`config.mk`:
```
export PLATFORM = sky130hd
export DESIGN_NAME = hilo_mul_issuer_flat
export DESIGN_NICKNAME = d
export VERILOG_FILES = /design/src/rtl/hilo_mul_issuer_if.sv /design/src/rtl/hilo_mul_issuer.sv /design/src/flat_wrapper.sv
export SDC_FILE = /design/constraint.sdc
export NUM_CORES = 1
export LEC_CHECK = 0
export ABC_AREA = 1
export CAP_MARGIN = 0
export CORE_AREA = 2 2 144 146
export CTS_CLUSTER_DIAMETER = 200
export CTS_CLUSTER_SIZE = 24
export DETAILED_ROUTE_END_ITERATION = 12
export DIE_AREA = 0 0 146 148
export GPL_TIMING_DRIVEN = 1
export PLACE_DENSITY_LB_ADDON = 0.05
export SLEW_MARGIN = 0
export SYNTH_ARGS = -nofsm -noshare
export SYNTH_HDL_FRONTEND = slang
export SYNTH_SLANG_ARGS = --single-unit
```
`constraint.sdc`:
```
create_clock -name clk -period 2.1 [get_ports clk]
set_input_delay 0.42 -clock clk [delete_from_list [all_inputs] [get_ports clk]]
set_output_delay 0.42 -clock clk [all_outputs]
set_load 0.005 [all_outputs]
```
`src/rtl/hilo_mul_issuer_if.sv`:
```
// hilo_mul_issuer_if: handshake and data bundle between the HI/LO issuer and
// the multiplier.
//   master (issuer):     drives mulReq, mul_cancel, isSignedMul, isAccumlate,
//                        add_sub_op, mulOprand, HiLoData; samples
//                        mulOprand_ok, mulData_ok, mulRes.
//   slave (multiplier):  the mirror image.
interface hilo_mul_issuer_if;
    logic        mulReq;
    logic        mul_cancel;
    logic        isSignedMul;
    logic        isAccumlate;
    logic        add_sub_op;
    logic [63:0] mulOprand;
    logic [63:0] HiLoData;
    logic        mulOprand_ok;
    logic        mulData_ok;
    logic [63:0] mulRes;

    modport master (
        output mulReq, mul_cancel, isSignedMul, isAccumlate, add_sub_op,
               mulOprand, HiLoData,
        input  mulOprand_ok, mulData_ok, mulRes
    );

    modport slave (
        input  mulReq, mul_cancel, isSignedMul, isAccumlate, add_sub_op,
               mulOprand, HiLoData,
        output mulOprand_ok, mulData_ok, mulRes
    );
endinterface

```
`src/rtl/hilo_mul_issuer.sv`:
```
// hilo_mul_issuer: owns the architectural HI/LO registers, launches one
// multiply at a time towards the multiplier and commits its result.
//   clk, rst         clock, asynchronous active-low reset
//   op_valid/op_code/op_a/op_b, op_ready   op intake from EXE
//   flush            pipeline flush (cancels any in-flight multiply)
//   rd_req/rd_sel, rd_data/rd_stall        MFHI/MFLO read port
//   busy             a multiply is in flight
//   mif (master)     multiplier request/cancel/result handshake
//   hi, lo           architectural registers
// Build option: HILO_RESULT_FWD_EN forwards the committing result to a read
// in the commit cycle instead of stalling it one more cycle.
module hilo_mul_issuer #(
    parameter int unsigned OPW = 4
) (
    input  logic                  clk,
    input  logic                  rst,
    input  logic                  op_valid,
    input  logic [OPW-1:0]        op_code,
    input  logic [31:0]           op_a,
    input  logic [31:0]           op_b,
    output logic                  op_ready,
    input  logic                  flush,
    input  logic                  rd_req,
    input  logic                  rd_sel,
    output logic [31:0]           rd_data,
    output logic                  rd_stall,
    output logic                  busy,
    hilo_mul_issuer_if.master     mif,
    output logic [31:0]           hi,
    output logic [31:0]           lo
);

    localparam logic [1:0] IDLE = 2'd0;
    localparam logic [1:0] REQ  = 2'd1;
    localparam logic [1:0] BUSY = 2'd2;

    localparam logic [OPW-1:0] OP_MULT  = OPW'(1);
    localparam logic [OPW-1:0] OP_MULTU = OPW'(2);
    localparam logic [OPW-1:0] OP_MADD  = OPW'(3);
    localparam logic [OPW-1:0] OP_MADDU = OPW'(4);
    localparam logic [OPW-1:0] OP_MSUB  = OPW'(5);
    localparam logic [OPW-1:0] OP_MSUBU = OPW'(6);
    localparam logic [OPW-1:0] OP_MTHI  = OPW'(7);
    localparam logic [OPW-1:0] OP_MTLO  = OPW'(8);

    logic [1:0]  state_q, state_d;
    logic [31:0] hi_q, hi_d;
    logic [31:0] lo_q, lo_d;
    logic [31:0] opa_q, opa_d;
    logic [31:0] opb_q, opb_d;
    logic        sgn_q, sgn_d;
    logic        acc_q, acc_d;
    logic        addsub_q, addsub_d;
    logic        mul_req_q, mul_req_d;

    logic        take_c;
    logic        is_mul_c;
    logic        commit_c;

    // Op decode
    always_comb begin
        is_mul_c = (op_code == OP_MULT)  || (op_code == OP_MULTU) ||
                   (op_code == OP_MADD)  || (op_code == OP_MADDU) ||
                   (op_code == OP_MSUB)  || (op_code == OP_MSUBU);
        take_c   = op_valid && op_ready && !flush;
        commit_c = (state_q == BUSY) && mif.mulData_ok && !flush;
    end

    // Next-state and register-update logic
    always_comb begin
        state_d  = state_q;
        hi_d     = hi_q;
        lo_d     = lo_q;
        opa_d    = opa_q;
        opb_d    = opb_q;
        sgn_d    = sgn_q;
        acc_d    = acc_q;
        addsub_d = addsub_q;

        case (state_q)
            IDLE: begin
                if (take_c) begin
                    if (is_mul_c) begin
                        opa_d    = op_a;
                        opb_d    = op_b;
                        sgn_d    = (op_code == OP_MULT) || (op_code == OP_MADD) ||
                                   (op_code == OP_MSUB);
                        acc_d    = (op_code == OP_MADD) || (op_code == OP_MADDU) ||
                                   (op_code == OP_MSUB) || (op_code == OP_MSUBU);
                        addsub_d = (op_code == OP_MADD) || (op_code == OP_MADDU);
                        state_d  = REQ;
                    end else if (op_code == OP_MTHI) begin
                        hi_d = op_a;
                    end else if (op_code == OP_MTLO) begin
                        lo_d = op_a;
                    end
                end
            end
            REQ: begin
                // flush wins over a coincident acceptance
                if (flush) begin
                    state_d = IDLE;
                end else if (mif.mulOprand_ok) begin
                    state_d = BUSY;
                end
            end
            BUSY: begin
                if (flush) begin
                    state_d = IDLE;
                end else if (mif.mulData_ok) begin
                    hi_d    = mif.mulRes[63:32];
                    lo_d    = mif.mulRes[31:0];
                    state_d = IDLE;
                end
            end
            default: begin
                state_d = IDLE;
            end
        endcase

        mul_req_d = (state_d == REQ);
    end

    // State and data registers
    always_ff @(posedge clk or negedge rst) begin
        if (!rst) begin
            state_q   <= IDLE;
            hi_q      <= 32'd0;
            lo_q      <= 32'd0;
            opa_q     <= 32'd0;
            opb_q     <= 32'd0;
            sgn_q     <= 1'b0;
            acc_q     <= 1'b0;
            addsub_q  <= 1'b0;
            mul_req_q <= 1'b0;
        end else begin
            state_q   <= state_d;
            hi_q      <= hi_d;
            lo_q      <= lo_d;
            opa_q     <= opa_d;
            opb_q     <= opb_d;
            sgn_q     <= sgn_d;
            acc_q     <= acc_d;
            addsub_q  <= addsub_d;
            mul_req_q <= mul_req_d;
        end
    end

    // Status, multiplier-side and read-port outputs
    always_comb begin
        op_ready        = (state_q == IDLE);
        busy            = (state_q != IDLE);
        hi              = hi_q;
        lo              = lo_q;
        mif.mulReq      = mul_req_q;
        mif.mul_cancel  = flush && (state_q != IDLE);
        mif.isSignedMul = sgn_q;
        mif.isAccumlate = acc_q;
        mif.add_sub_op  = addsub_q;
        mif.mulOprand   = {opb_q, opa_q};
        // the multiplier samples HiLoData while accumulating, so hi/lo are
        // only ever written from IDLE or at the commit edge
        mif.HiLoData    = {hi_q, lo_q};
`ifdef HILO_RESULT_FWD_EN
        if (commit_c) begin
            rd_stall = 1'b0;
            rd_data  = rd_sel ? mif.mulRes[63:32] : mif.mulRes[31:0];
        end else begin
            rd_stall = rd_req && (state_q != IDLE);
            rd_data  = rd_sel ? hi_q : lo_q;
        end
`else
        rd_stall = rd_req && (state_q != IDLE);
        rd_data  = rd_sel ? hi_q : lo_q;
`endif
    end

endmodule

```
`src/flat_wrapper.sv`:
```
// flat-port wrapper written by rule: the top's interface ports become plain ports
module hilo_mul_issuer_flat 
#(
    parameter int unsigned OPW = 4
)
  (clk, rst, op_valid, op_code, op_a, op_b, op_ready, flush, rd_req, rd_sel, rd_data, rd_stall, busy, hi, lo, mif_mulReq, mif_mul_cancel, mif_isSignedMul, mif_isAccumlate, mif_add_sub_op, mif_mulOprand, mif_HiLoData, mif_mulOprand_ok, mif_mulData_ok, mif_mulRes);
  hilo_mul_issuer_if mif_i ();
  input  logic clk;
  input  logic rst;
  input  logic op_valid;
  input  logic [OPW-1:0] op_code;
  input  logic [31:0] op_a;
  input  logic [31:0] op_b;
  output logic op_ready;
  input  logic flush;
  input  logic rd_req;
  input  logic rd_sel;
  output logic [31:0] rd_data;
  output logic rd_stall;
  output logic busy;
  output logic [31:0] hi;
  output logic [31:0] lo;
  output wire logic [$bits(mif_i.mulReq)-1:0] mif_mulReq;
  output wire logic [$bits(mif_i.mul_cancel)-1:0] mif_mul_cancel;
  output wire logic [$bits(mif_i.isSignedMul)-1:0] mif_isSignedMul;
  output wire logic [$bits(mif_i.isAccumlate)-1:0] mif_isAccumlate;
  output wire logic [$bits(mif_i.add_sub_op)-1:0] mif_add_sub_op;
  output wire logic [$bits(mif_i.mulOprand)-1:0] mif_mulOprand;
  output wire logic [$bits(mif_i.HiLoData)-1:0] mif_HiLoData;
  input wire logic [$bits(mif_i.mulOprand_ok)-1:0] mif_mulOprand_ok;
  input wire logic [$bits(mif_i.mulData_ok)-1:0] mif_mulData_ok;
  input wire logic [$bits(mif_i.mulRes)-1:0] mif_mulRes;
  assign mif_mulReq = mif_i.mulReq;
  assign mif_mul_cancel = mif_i.mul_cancel;
  assign mif_isSignedMul = mif_i.isSignedMul;
  assign mif_isAccumlate = mif_i.isAccumlate;
  assign mif_add_sub_op = mif_i.add_sub_op;
  assign mif_mulOprand = mif_i.mulOprand;
  assign mif_HiLoData = mif_i.HiLoData;
  assign mif_i.mulOprand_ok = mif_mulOprand_ok;
  assign mif_i.mulData_ok = mif_mulData_ok;
  assign mif_i.mulRes = mif_mulRes;
  hilo_mul_issuer #(.OPW(OPW)) u_core (.clk(clk), .rst(rst), .op_valid(op_valid), .op_code(op_code), .op_a(op_a), .op_b(op_b), .op_ready(op_ready), .flush(flush), .rd_req(rd_req), .rd_sel(rd_sel), .rd_data(rd_data), .rd_stall(rd_stall), .busy(busy), .mif(mif_i), .hi(hi), .lo(lo));
endmodule
```
==> results of run 1 <==
-- synth_stat cells --
library cell | count | share of area [%]
buf_1 | 1 | 0.054
mux2_1 | 5 | 0.80
nor2_1 | 7 | 0.38
nand2_2 | 5 | 0.45
mux2_2 | 27 | 4.3
nand2_1 | 436 | 23
buf_6 | 10 | 1.6
dfrtp_1 | 134 | 48
nand3_1 | 134 | 9.6
inv_2 | 6 | 0.32
nor2_2 | 1 | 0.089
nor2_4 | 2 | 0.32
clkbuf_1 | 8 | 0.43
buf_2 | 27 | 1.9
o21ai_0 | 4 | 0.29
buf_4 | 72 | 7.7
inv_1 | 6 | 0.32
o32ai_1 | 1 | 0.13
-- logic make-up (layout without fill, tap and decap cells) --
group | count (synthesis) | in the layout | synth area share (%)
simple gates | 585 | 585 | 34.2
mux | 32 | 32 | 5.15
flops | 134 | 134 | 47.9
compound gates | 5 | 5 | 0.411
buf+inv | 130 | 446 | 12.4
-- what timing repair did --
action | CTS | global route
hold buffers | 1 | 0
setup endpoints to repair | 1 | 0
resized for setup | 1 | 0
buffers inserted | 0 | 0
hold endpoints to repair | 5 | 0
-- area by class of cell --
class                      count  area (um^2)
inverter                      12         45.0
clock buffer                  17          425
timing repair buffer         402         4130
fill                        1887         8730
clock inverter                15          226
tap                          270          338
sequential                   134         3360
multi-input combinational    622         2780
-- stage by stage --
| step | util [%] | setup WS [ps] |
|---|---|---|
| 2_1_floorplan | - | 524 |
| 3_3_place_gp | 53.1 | 82.3 |
| 3_5_place_dp | 53.1 | 61.3 |
| 4_1_cts | 56.4 | 18.2 |
| 5_1_grt | 56.4 | 14.9 |
| 6_report | 56.4 | 54.0 |
-- worst paths after layout --
| kind | startpoint | end | cells after the start |
|---|---|---|---|
| setup / recovery | u_core.hi[9] | rd_data[9] | 2 |
| hold / removal | u_core.opa_q[15] | u_core.opa_q[15] | 2 |
| setup reg to reg | u_core.state_q[1] | u_core.hi[15] | 6 |
| hold reg to reg | u_core.opa_q[15] | u_core.opa_q[15] | 2 |
| max in group asynchronous | rst | u_core.opb_q[23] | 3 |
| min in group asynchronous | rst | u_core.hi[20] | 2 |
-- cell usage in the layout (no fill, tap or decap), drive strengths merged --
| cell | count |
|---|---|
| nand3 | 134 |
| inv | 15 |
| dfrtp | 134 |
| buf | 32 |
| clkinv | 4 |
| nand2 | 441 |
| clkinvlp | 3 |
| clkdlybuf4s50 | 369 |
| o21ai | 4 |
| bufinv | 5 |
| clkbuf | 17 |
| mux2 | 32 |
| o32ai | 1 |
| dlygate4sd3 | 1 |
| nor2 | 10 |
-- tightest hold or removal path, delay by kind of cell, from the launching register on --
kind          cells  cell delay, ps
flops             1             340
simple gates      2             110
-- registers in the layout, indices dropped and copies added, names as in the netlist --
register / count
u_core.hi: 32
u_core.lo: 32
u_core.opa_q: 32
u_core.opb_q: 32
u_core.state_q: 2
u_core.mif.add_sub_op: 1
u_core.mif.isAccumlate: 1
u_core.mif.isSignedMul: 1
u_core.mif.mulReq: 1
-- per-layer routing --
layer	up-vias	global-route usage, %	part of all wire, %
li1	3352	-	-
met1	3254	29.2	41
met2	271	39.7	50
met3	30	5.90	7.5
met4	2	7.43	1.7
met5	-	0	0.052
-- where the power goes --
part,total (uW),internal [uW],switching [uW]
logic,4790,3210,1580
clock network,3320,2120,1200
registers,4090,3360,734
==> results.json, run 1 <==
{
  "status": "finished, final reports clean",
  "slew_headroom_pct": 59.8,
  "power_uw": 12200,
  "synth_nets": 1026,
  "layout-drive-gt1-share_pct": 8.90,
  "num_vias": 6909,
  "first_global_vias": 6780,
  "cp_slowest_cell": "dfrtp_2",
  "crit_path_end_kind": "primary output",
  "place_congestion": 0.780,
  "hold_viol_final": 0,
  "clock-sinks": 134,
  "max_freq_mhz": 489,
  "overflow": 0,
  "fin_nets": 1329,
  "cts_buffers": 17,
  "ir_worst_vdd_uv": 543,
  "die_y_um": 148,
  "drcViolationCount": 0,
  "rsz0062_at_grt": "false",
  "coreArea_um2": 20000,
  "cts-root-buf": "clkbuf_16",
  "synth_cells": 886,
  "final_area_um2": 11300,
  "dieArea_um2": 21600,
  "fin_hold_ws_ps": 475,
  "cp-start-kind": "flip-flop",
  "setup_viol": 0,
  "powerDensity_nw_per_um2": 1080,
  "skew_ps": 9.11,
  "fin_crit_sh_pct": 97.4,
  "dpl_cell_area_um2": 10600,
  "dr.pass1.iters": 5,
  "ys_ff_latch": 134,
  "wl_mm": 25.2,
  "place_inst": 1439,
  "r2r_setup_slack_ps": 470,
  "avgRoutedWirePerCell_um": 17.1,
  "clk_pin_slew_ps": 60,
  "dpl.hpwl_mm": 18.4,
  "slew_violations": 0,
  "area_growth_pct": 61.4,
  "leakage_uw": 0.00543,
  "slowest_delay_ps": 450,
  "crit_family": "flip-flops",
  "maxCapViolCount": 0,
  "required_ps": 1680,
  "crit_chain": "mux2_2 -> clkdlybuf4s50_1",
  "diodes": 0,
  "cts_tree": "built",
  "syn_area_per_cell_um2": 7.90,
  "ant_nets": 0,
  "critical_path_class": "reg -> out",
  "antenna_found_initial": 1,
  "core.rowCount": 52,
  "yosys_warnings": 0,
  "io_pins": 372,
  "initial_utilization_pct": 34.9,
  "worst_pin_slew_ps": 603,
  "drt-initial-drc-count": 353,
  "critPathMaxFanout": 4,
  "die_w_um": 146,
  "grt_max_degree": 66,
  "synth.distinct_cells": 18,
  "yosysSeqAreaShare_pct": 47.9,
  "cp_num_buf_inv": 1,
  "vias_per_cell": 4.69,
  "clockBufferDepth": 2,
  "grt_pass1_wl_mm": 38.9,
  "tns_ps": 0,
  "final_cells": 1472,
  "port_buffers": 371,
  "min_period_ps": 2050,
  "grt_usage_pct": 23.3,
  "htreeDepth": 4,
  "cp.arrival_ps": 1630,
  "syn-cell-area_um2": 7000,
  "clock_latency_ps": 410,
  "hold_path_class": "reg -> reg"
}
Note: power is estimated with default switching activity, not from simulation.
==> run 2: changes to the inputs <==
Settings changed: CTS_BUF_LIST set to sky130_fd_sc_hd__clkbuf_16.
==> results of run 2 <==
Same layout as run 1: the final DEF is identical, and so are final timing and power.
